`config.mk`:
```
export PLATFORM = sky130hd
export DESIGN_NAME = cla_flow_ptr_alloc_flat
export DESIGN_NICKNAME = d
export VERILOG_FILES = /design/src/rtl/cla_pkg.sv /design/src/rtl/cla_flow_ptr_alloc_if.sv /design/src/rtl/cla_flow_inuse_bitmap.sv /design/src/rtl/cla_flow_ptr_alloc.sv /design/src/flat_wrapper.sv
export SDC_FILE = /design/constraint.sdc
export NUM_CORES = 1
export LEC_CHECK = 0
export BUFFER_PORTS_ARGS = -buffer_cell sky130_fd_sc_hd__buf_2
export CORE_MARGIN = 3
export CORE_UTILIZATION = 55
export CTS_CLUSTER_DIAMETER = 50
export DETAILED_ROUTE_END_ITERATION = 8
export GPL_ROUTABILITY_DRIVEN = 0
export PLACE_DENSITY_LB_ADDON = 0.1
export SLEW_MARGIN = 20
export SYNTH_ARGS = -nofsm -noshare
export SYNTH_HDL_FRONTEND = slang
export SYNTH_HIERARCHICAL = 1
export SYNTH_SLANG_ARGS = --single-unit
```
`constraint.sdc`:
```
create_clock -name clk -period 3.8 [get_ports clk]
set_input_delay 0.76 -clock clk [delete_from_list [all_inputs] [get_ports clk]]
set_output_delay 0.76 -clock clk [all_outputs]
set_load 0.01 [all_outputs]
```
`src/rtl/cla_pkg.sv`:
```
// Shared classifier constants: default flow pointer width and allocator state encodings.
// Latency: n/a (constants only).
// Backpressure: n/a.
package cla_pkg;

   localparam int FLOW_VALUE_DEPTH_NBITS = 4;

   // Allocator state encodings, kept as plain constants for legacy tooling.
   localparam logic [1:0] WAIT_INIT = 2'd0;
   localparam logic [1:0] RUN       = 2'd1;
   localparam logic [1:0] REINIT    = 2'd2;

endpackage

```
`src/rtl/cla_flow_ptr_alloc_if.sv`:
```
// Allocator handshake bundle: create/delete requests plus the free-list side.
// Latency: wires only.
// Backpressure: alloc_req is held until alloc_ack/alloc_nack; releases are never backpressured.
interface cla_flow_ptr_alloc_if
   import cla_pkg::*;
#(
   parameter int BPTR_NBITS = FLOW_VALUE_DEPTH_NBITS
);
   logic                  flow_init;
   logic                  alloc_req;
   logic                  alloc_ack;
   logic                  alloc_nack;
   logic [BPTR_NBITS-1:0] alloc_ptr;
   logic                  dealloc_valid;
   logic [BPTR_NBITS-1:0] dealloc_ptr;
   logic                  dealloc_err;
   logic [BPTR_NBITS:0]   inuse_count;
   logic                  alloc_rdy;
   logic                  freeb_init;
   logic                  freeb_init_done;
   logic                  freeb_empty;
   logic [BPTR_NBITS-1:0] free_buf_ptr;
   logic                  free_buf_rd;
   logic                  rel_buf_valid;
   logic [BPTR_NBITS-1:0] rel_buf_ptr;

   // Allocator side.
   modport slave (
      input  flow_init, alloc_req, dealloc_valid, dealloc_ptr,
      input  freeb_init_done, freeb_empty, free_buf_ptr,
      output alloc_ack, alloc_nack, alloc_ptr, dealloc_err, inuse_count, alloc_rdy,
      output freeb_init, free_buf_rd, rel_buf_valid, rel_buf_ptr
   );

   // Requester / free-list side.
   modport master (
      output flow_init, alloc_req, dealloc_valid, dealloc_ptr,
      output freeb_init_done, freeb_empty, free_buf_ptr,
      input  alloc_ack, alloc_nack, alloc_ptr, dealloc_err, inuse_count, alloc_rdy,
      input  freeb_init, free_buf_rd, rel_buf_valid, rel_buf_ptr
   );

endinterface

```
`src/rtl/cla_flow_inuse_bitmap.sv`:
```
// One bit per flow pointer marking it live; one set port, one clear port, combinational read.
// Latency: set/clear visible the cycle after the write; read is combinational.
// Backpressure: none, accepts one set and one clear every cycle.
module cla_flow_inuse_bitmap
   import cla_pkg::*;
#(
   parameter int BPTR_NBITS = FLOW_VALUE_DEPTH_NBITS
) (
   input  logic                  clk,
   input  logic                  rst,
   input  logic                  clr_all,
   input  logic                  set_en,
   input  logic [BPTR_NBITS-1:0] set_idx,
   input  logic                  clr_en,
   input  logic [BPTR_NBITS-1:0] clr_idx,
   input  logic [BPTR_NBITS-1:0] rd_idx,
   output logic                  rd_bit
);
   localparam int DEPTH = 1 << BPTR_NBITS;

   logic [DEPTH-1:0] bits;

   // Bulk clear wins over any single-bit update issued in the same cycle.
   always_ff @(posedge clk) begin
      if (rst || clr_all) begin
         bits <= '0;
      end else begin
         if (set_en) bits[set_idx] <= 1'b1;
         if (clr_en) bits[clr_idx] <= 1'b0;
      end
   end

   assign rd_bit = bits[rd_idx];

endmodule

```
`src/rtl/cla_flow_ptr_alloc.sv`:
```
// Flow pointer allocator: create requests pop the free list, deletes are screened by an in-use bitmap.
// Latency: ack/nack 1 cycle after the sampled request; release/err 1 cycle after dealloc_valid.
// Backpressure: a request waits on an empty free list for up to STALL_MAX cycles, then is nacked.
module cla_flow_ptr_alloc
   import cla_pkg::*;
#(
   parameter int BPTR_NBITS = FLOW_VALUE_DEPTH_NBITS,
   parameter int STALL_MAX  = 8
) (
   input  logic                clk,
   input  logic                rst,
   cla_flow_ptr_alloc_if.slave bus
);
   localparam int                  SC_NBITS = $clog2(STALL_MAX + 1);
   localparam logic [BPTR_NBITS:0] CNT_MAX  = {1'b1, {BPTR_NBITS{1'b0}}};

   logic [1:0]          state;
   logic [SC_NBITS-1:0] stall_cnt;
   logic                in_run;
   logic                reinit_go;
   logic                sample;
   logic                pop;
   logic                stall_go;
   logic                stall_last;
   logic                nack_nxt;
   logic                inuse_bit;
   logic                rel_ok;

   assign in_run     = (state == RUN);
   assign reinit_go  = in_run && bus.flow_init;
   // A held request is ignored while its response is on the wire so it is never served twice.
   assign sample     = bus.alloc_req && !bus.alloc_ack && !bus.alloc_nack;
   assign pop        = sample && in_run && !bus.flow_init && bus.freeb_init_done && !bus.freeb_empty;
   assign stall_go   = sample && in_run && !bus.flow_init && !pop;
   assign stall_last = (stall_cnt == SC_NBITS'(STALL_MAX - 1));
   assign nack_nxt   = sample && (!in_run || bus.flow_init || (stall_go && stall_last));
   assign rel_ok     = bus.dealloc_valid && in_run && inuse_bit;

   assign bus.free_buf_rd = pop;
   assign bus.alloc_rdy   = in_run;

   // Init handshake with the free list: wait for done, run, then drop back while it re-initialises.
   always_ff @(posedge clk) begin
      if (rst) begin
         state <= WAIT_INIT;
      end else begin
         case (state)
            WAIT_INIT: if (bus.freeb_init_done)  state <= RUN;
            RUN:       if (bus.flow_init)        state <= REINIT;
            REINIT:    if (!bus.freeb_init_done) state <= WAIT_INIT;
            default:                             state <= WAIT_INIT;
         endcase
      end
   end

   // Allocation response, captured head pointer, empty-list stall timer and init pulse.
   always_ff @(posedge clk) begin
      if (rst) begin
         bus.alloc_ack  <= 1'b0;
         bus.alloc_nack <= 1'b0;
         bus.alloc_ptr  <= '0;
         bus.freeb_init <= 1'b0;
         stall_cnt      <= '0;
      end else begin
         bus.alloc_ack  <= pop;
         bus.alloc_nack <= nack_nxt;
         bus.freeb_init <= reinit_go;
         if (pop) bus.alloc_ptr <= bus.free_buf_ptr;
         if (reinit_go || pop || bus.alloc_ack) begin
            stall_cnt <= '0;
         end else if (stall_go) begin
            stall_cnt <= stall_last ? '0 : stall_cnt + 1'b1;
         end
      end
   end

   // Release path: forward live pointers to the free list, flag pointers that are not live.
   always_ff @(posedge clk) begin
      if (rst) begin
         bus.rel_buf_valid <= 1'b0;
         bus.rel_buf_ptr   <= '0;
         bus.dealloc_err   <= 1'b0;
      end else begin
         bus.rel_buf_valid <= rel_ok;
         bus.dealloc_err   <= bus.dealloc_valid && in_run && !inuse_bit;
         if (rel_ok) bus.rel_buf_ptr <= bus.dealloc_ptr;
      end
   end

   // Live count follows the bitmap: +1 on the ack cycle, -1 on an accepted release, saturating.
   always_ff @(posedge clk) begin
      if (rst || reinit_go) begin
         bus.inuse_count <= '0;
      end else if (bus.alloc_ack && !rel_ok) begin
         if (bus.inuse_count != CNT_MAX) bus.inuse_count <= bus.inuse_count + 1'b1;
      end else if (rel_ok && !bus.alloc_ack) begin
         if (bus.inuse_count != '0) bus.inuse_count <= bus.inuse_count - 1'b1;
      end
   end

   // The bit is set at the end of the ack cycle, so a release attempted during the ack
   // cycle still sees the pointer as free and is refused.
   cla_flow_inuse_bitmap #(
      .BPTR_NBITS (BPTR_NBITS)
   ) u_bitmap (
      .clk     (clk),
      .rst     (rst),
      .clr_all (reinit_go),
      .set_en  (bus.alloc_ack),
      .set_idx (bus.alloc_ptr),
      .clr_en  (rel_ok),
      .clr_idx (bus.dealloc_ptr),
      .rd_idx  (bus.dealloc_ptr),
      .rd_bit  (inuse_bit)
   );

endmodule

```
`src/flat_wrapper.sv`:
```
// flat-port wrapper written by rule: the top's interface ports become plain ports
module cla_flow_ptr_alloc_flat import cla_pkg::*;
#(
   parameter int BPTR_NBITS = FLOW_VALUE_DEPTH_NBITS,
   parameter int STALL_MAX  = 8
)
  (clk, rst, bus_flow_init, bus_alloc_req, bus_dealloc_valid, bus_dealloc_ptr, bus_freeb_init_done, bus_freeb_empty, bus_free_buf_ptr, bus_alloc_ack, bus_alloc_nack, bus_alloc_ptr, bus_dealloc_err, bus_inuse_count, bus_alloc_rdy, bus_freeb_init, bus_free_buf_rd, bus_rel_buf_valid, bus_rel_buf_ptr);
  cla_flow_ptr_alloc_if #(.BPTR_NBITS(BPTR_NBITS)) bus_i ();
  input  logic clk;
  input  logic rst;
  input wire logic [$bits(bus_i.flow_init)-1:0] bus_flow_init;
  input wire logic [$bits(bus_i.alloc_req)-1:0] bus_alloc_req;
  input wire logic [$bits(bus_i.dealloc_valid)-1:0] bus_dealloc_valid;
  input wire logic [$bits(bus_i.dealloc_ptr)-1:0] bus_dealloc_ptr;
  input wire logic [$bits(bus_i.freeb_init_done)-1:0] bus_freeb_init_done;
  input wire logic [$bits(bus_i.freeb_empty)-1:0] bus_freeb_empty;
  input wire logic [$bits(bus_i.free_buf_ptr)-1:0] bus_free_buf_ptr;
  output wire logic [$bits(bus_i.alloc_ack)-1:0] bus_alloc_ack;
  output wire logic [$bits(bus_i.alloc_nack)-1:0] bus_alloc_nack;
  output wire logic [$bits(bus_i.alloc_ptr)-1:0] bus_alloc_ptr;
  output wire logic [$bits(bus_i.dealloc_err)-1:0] bus_dealloc_err;
  output wire logic [$bits(bus_i.inuse_count)-1:0] bus_inuse_count;
  output wire logic [$bits(bus_i.alloc_rdy)-1:0] bus_alloc_rdy;
  output wire logic [$bits(bus_i.freeb_init)-1:0] bus_freeb_init;
  output wire logic [$bits(bus_i.free_buf_rd)-1:0] bus_free_buf_rd;
  output wire logic [$bits(bus_i.rel_buf_valid)-1:0] bus_rel_buf_valid;
  output wire logic [$bits(bus_i.rel_buf_ptr)-1:0] bus_rel_buf_ptr;
  assign bus_i.flow_init = bus_flow_init;
  assign bus_i.alloc_req = bus_alloc_req;
  assign bus_i.dealloc_valid = bus_dealloc_valid;
  assign bus_i.dealloc_ptr = bus_dealloc_ptr;
  assign bus_i.freeb_init_done = bus_freeb_init_done;
  assign bus_i.freeb_empty = bus_freeb_empty;
  assign bus_i.free_buf_ptr = bus_free_buf_ptr;
  assign bus_alloc_ack = bus_i.alloc_ack;
  assign bus_alloc_nack = bus_i.alloc_nack;
  assign bus_alloc_ptr = bus_i.alloc_ptr;
  assign bus_dealloc_err = bus_i.dealloc_err;
  assign bus_inuse_count = bus_i.inuse_count;
  assign bus_alloc_rdy = bus_i.alloc_rdy;
  assign bus_freeb_init = bus_i.freeb_init;
  assign bus_free_buf_rd = bus_i.free_buf_rd;
  assign bus_rel_buf_valid = bus_i.rel_buf_valid;
  assign bus_rel_buf_ptr = bus_i.rel_buf_ptr;
  cla_flow_ptr_alloc #(.BPTR_NBITS(BPTR_NBITS), .STALL_MAX(STALL_MAX)) u_core (.clk(clk), .rst(rst), .bus(bus_i));
endmodule
```
==> metrics.md <==
| Metric | Value |
|---|---|
| Met2 usage | `~40%` |
| Post-Synth XOR/XNOR Area | `under 10%` |
| Total power | `0.000791 W` |
| Power Dens Cells | `355 nW/µm²` |
| Clock Path Buffers | `2` |
| Clock root buffer | `clkbuf_4` |
| Top cell type's share of synthesized area | `41.6%` |
| Worst Max-Slew Pin Slew | `0.756 ns` |
| DRT Pass-1 Iters | `5` |
| Drt total wl | `4780 µm` |
| Top_reg_cell synth | `dfxtp_1` |
| CP arrival | `3.42 ns` |
| Core ar. | `3200 µm²` |
| Synth Area in Adders | `4.29%` |
| Max Slew Vio Count | `0` |
| Synth area leader | `dfxtp_1` |
| FILL cells | `291` |
| Count of final setup violators | `0` |
| Total grt overflow | `0` |
| Worst-path clk slew | `0.12 ns` |
| Period utilization | `82.6%` |
| CP startpoint kind | `primary input` |
| Final #Nets | `254` |
| GR Util met1 | `31.6%` |
| RSZ-0062 raised after global routing | `false` |
| Worst hold path class | `reg2reg` |
| Number of global-route vias before repair | `1692` |
| Main combinational cell family by area after synthesis | `simple AND/OR/NAND/NOR gates` |
| Crit Path Class | `in2reg` |
| VDD IR max | `259 µV` |
| Setup Fix Bufs, Post-CTS | `0` |
| Largest net degree at the start of global routing | `18` |
| Largest cells by area after synthesis | `dfxtp_1 (42%), mux2i_1 (7.3%), a21oi_1 (5.7%)` |
| Slowest stage delay, CP | `around 0.57 ns` |
| Register Area | `between 800 and 900 µm²` |
| Antenna diodes | `0` |
| Final min period | `between 3 and 4 ns` |
| Number of I/O port buffers | `34` |
| TNS Setup | `0 ns` |
| All-Layer GR Usage | `24.6%` |
| Top Usage Layer GRT | `met2` |
| Max Clk Rate | `approximately 0.32 GHz` |
| Critical path endpoint category | `flip-flop` |
| Post-synthesis compound-gate area fraction | `18.0%` |
| Layout cell share with drive strength beyond 1 | `21.4%` |
| Vias | `1752` |
| Clock sinks | `40` |
| Site Rows | `20` |
| CTS tree | `done` |
| Yosys warnings | `6` |
| Multi-input gate area | `between 1000 and 1500 µm²` |
| Num CTS Buffers | `5` |
| Post-synth top cells | `dfxtp_1 (40), a21oi_1 (22), nor2_1 (18)` |
| Mux contribution to synthesized area | `12.7%` |
| First-pass GRT wire length | `7950 µm` |
| Most frequent cell after synthesis | `dfxtp_1` |
| EDFF count, synth | `0` |
| Htree depth | `2` |
| Hold_buf cts | `0` |
| DIE WIDTH | `roughly 65 µm` |
| Seq/Total Area, Yosys | `41.6%` |
| Synth Instances | `196` |
| R2R setup slack | `1.01 ns` |
| Via density | `approximately 6.3` |
| Max FO, Critical Path | `9` |
| Clk_lat worst skew | `0.35 ns` |
| Met3 Use GR | `8.03%` |
| Initial antenna violation count | `0` |
| Post-Syn Nets | `217` |
| Area grow syn2layout | `15.7%` |
| Die Y | `65.2 µm` |
| Syn_area_per_cell | `between 9 and 10 µm²` |
| Slowest-stage cell, CP | `mux4_1` |
| Synth unique cells | `40` |
| Drt wl/cell | `around 17 µm` |
| CP Cell Sequence | `buf_2, mux4_1, mux2i_1, mux2i_1, nand3_1, ha_1, inv_1, ha_1, a21oi_1, and3_1, o21ai_0, a21oi_1` |
| Initial core utilization | `60.1%` |
| Hold_ws | `about 0.52 ns` |
| Synth Area in Simple Gates | `19.6%` |
| Drt initial violations | `183` |
| Synth Register Bits | `40` |
| Top Ports | `35` |
| Max Cap Viol | `0` |
| Final Instance Area | `about 2200 µm²` |
| Post-place instance area | `around 2100 µm²` |
| Antenna viol nets, final | `0` |
| Worst Skew | `between 0.009 and 0.01 ns` |
| Slew HR | `49.1%` |
| Cell leakage power | `1.00 nW` |
| Worst Path Required | `just over 4 ns` |
| Hold Vio Cnt, Final | `0` |
| Status | `finished, final reports clean` |
| Async SR Flop Fraction | `0%` |
| Final HPWL DP | `3460 µm` |
| Die area | `roughly 4200 µm²` |
| Synth Cell Area | `1920 µm²` |
| Remaining DRCs | `0` |
| Post-CTS Resized | `0` |
==> cells in the final DEF, fill, tap and decap left out, types with 2 or more instances in the layout <==
master,count
clkbuf_8,2
a31oi_1,6
mux4_1,4
mux2i_1,14
nor2_1,18
nor3_1,2
or4_1,2
nand3_1,3
nor3b_1,3
and3_1,3
a21oi_1,22
a311oi_1,4
xnor2_1,3
a21o_1,3
buf_2,34
ha_1,5
a211oi_1,13
dfxtp_1,40
or2_2,3
inv_1,5
clkbuf_4,5
nand2_1,8
o21ai_0,3
and3b_1,4
nor2b_1,7
==> flip-flops by register name, indices dropped and copies added (netlist names) <==
signal and flops:
u_core/u_bitmap/bits 16, u_core/bus.inuse_count 5, u_core/bus.alloc_ptr 4, u_core/bus.rel_buf_ptr 4, u_core/stall_cnt 4, u_core/state 2, u_core/bus.alloc_ack 1, u_core/bus.alloc_nack 1
u_core/bus.dealloc_err 1, u_core/bus.freeb_init 1, u_core/bus.rel_buf_valid 1
==> worst paths after layout <==
path	from	endpoint	cells past startpoint
setup reg to reg	u_core/u_bitmap/bits[10]$_SDFF_PP0_	u_core/bus.inuse_count[4]$_SDFFE_PP0P_	11
setup / recovery	bus_dealloc_ptr[0]	u_core/bus.inuse_count[4]$_SDFFE_PP0P_	12
hold reg to reg	u_core/bus.rel_buf_ptr[3]$_SDFFE_PP0P_	u_core/bus.rel_buf_ptr[3]$_SDFFE_PP0P_	2
hold / removal	u_core/bus.rel_buf_ptr[3]$_SDFFE_PP0P_	u_core/bus.rel_buf_ptr[3]$_SDFFE_PP0P_	2
==> report_power, final <==
part	switching, W	internal, W
Combinational	0.0000308	0.0000192
Sequential	0.00000326	0.000422
Clock	0.000141	0.000175
Total	0.000175	0.000616
==> routing by layer <==
metal | vias up | share of wire, % | wire length [µm]
met2 | 104 | 46 | 2220
met1 | 831 | 42 | 2030
met5 | - | 0 | 0
li1 | 811 | - | -
met4 | 0 | 1.1 | 54
met3 | 6 | 10 | 480
==> kinds of logic (layout without fill, tap and decap cells) <==
logic type / Yosys count / count (layout)
AO/OA/AOI/OAI: 55 / 55
XOR/XNOR: 3 / 3
adder cells (fa/ha/maj): 6 / 6
buffers and inverters: 10 / 48
flip-flops: 40 / 40
multiplexers: 18 / 18
AND/OR/NAND/NOR: 64 / 64
==> through the flow <==
stage | setup slack (ns) | utilization [%] | std cells
global route | 0.566 | 69.5 | 278
CTS | 0.719 | 69.5 | 278
finish | 0.660 | 69.5 | 278
detailed placement | 0.394 | 66.5 | 270
global placement | 0.519 | 66.5 | 270
floorplan | 0.664 | - | 196
==> layout make-up <==
type | instances | area share (%)
clock inverter | 1 | 1.35
timing repair buffer | 35 | 7.98
sequential | 40 | 36.0
clock buffer | 7 | 2.92
inverter | 5 | 0.843
multi-input combinational | 146 | 48.5
tap | 44 | 2.47
==> critical path, delay by kind of cell <==
family / cells / cell delay [ns]
AO/OA/AOI/OAI: 3 / 0.51
adder cells (fa/ha/maj): 2 / 0.61
buffers and inverters: 2 / 0.34
multiplexers: 3 / 0.86
AND/OR/NAND/NOR: 2 / 0.35
Power figures use the tool's default switching activity.
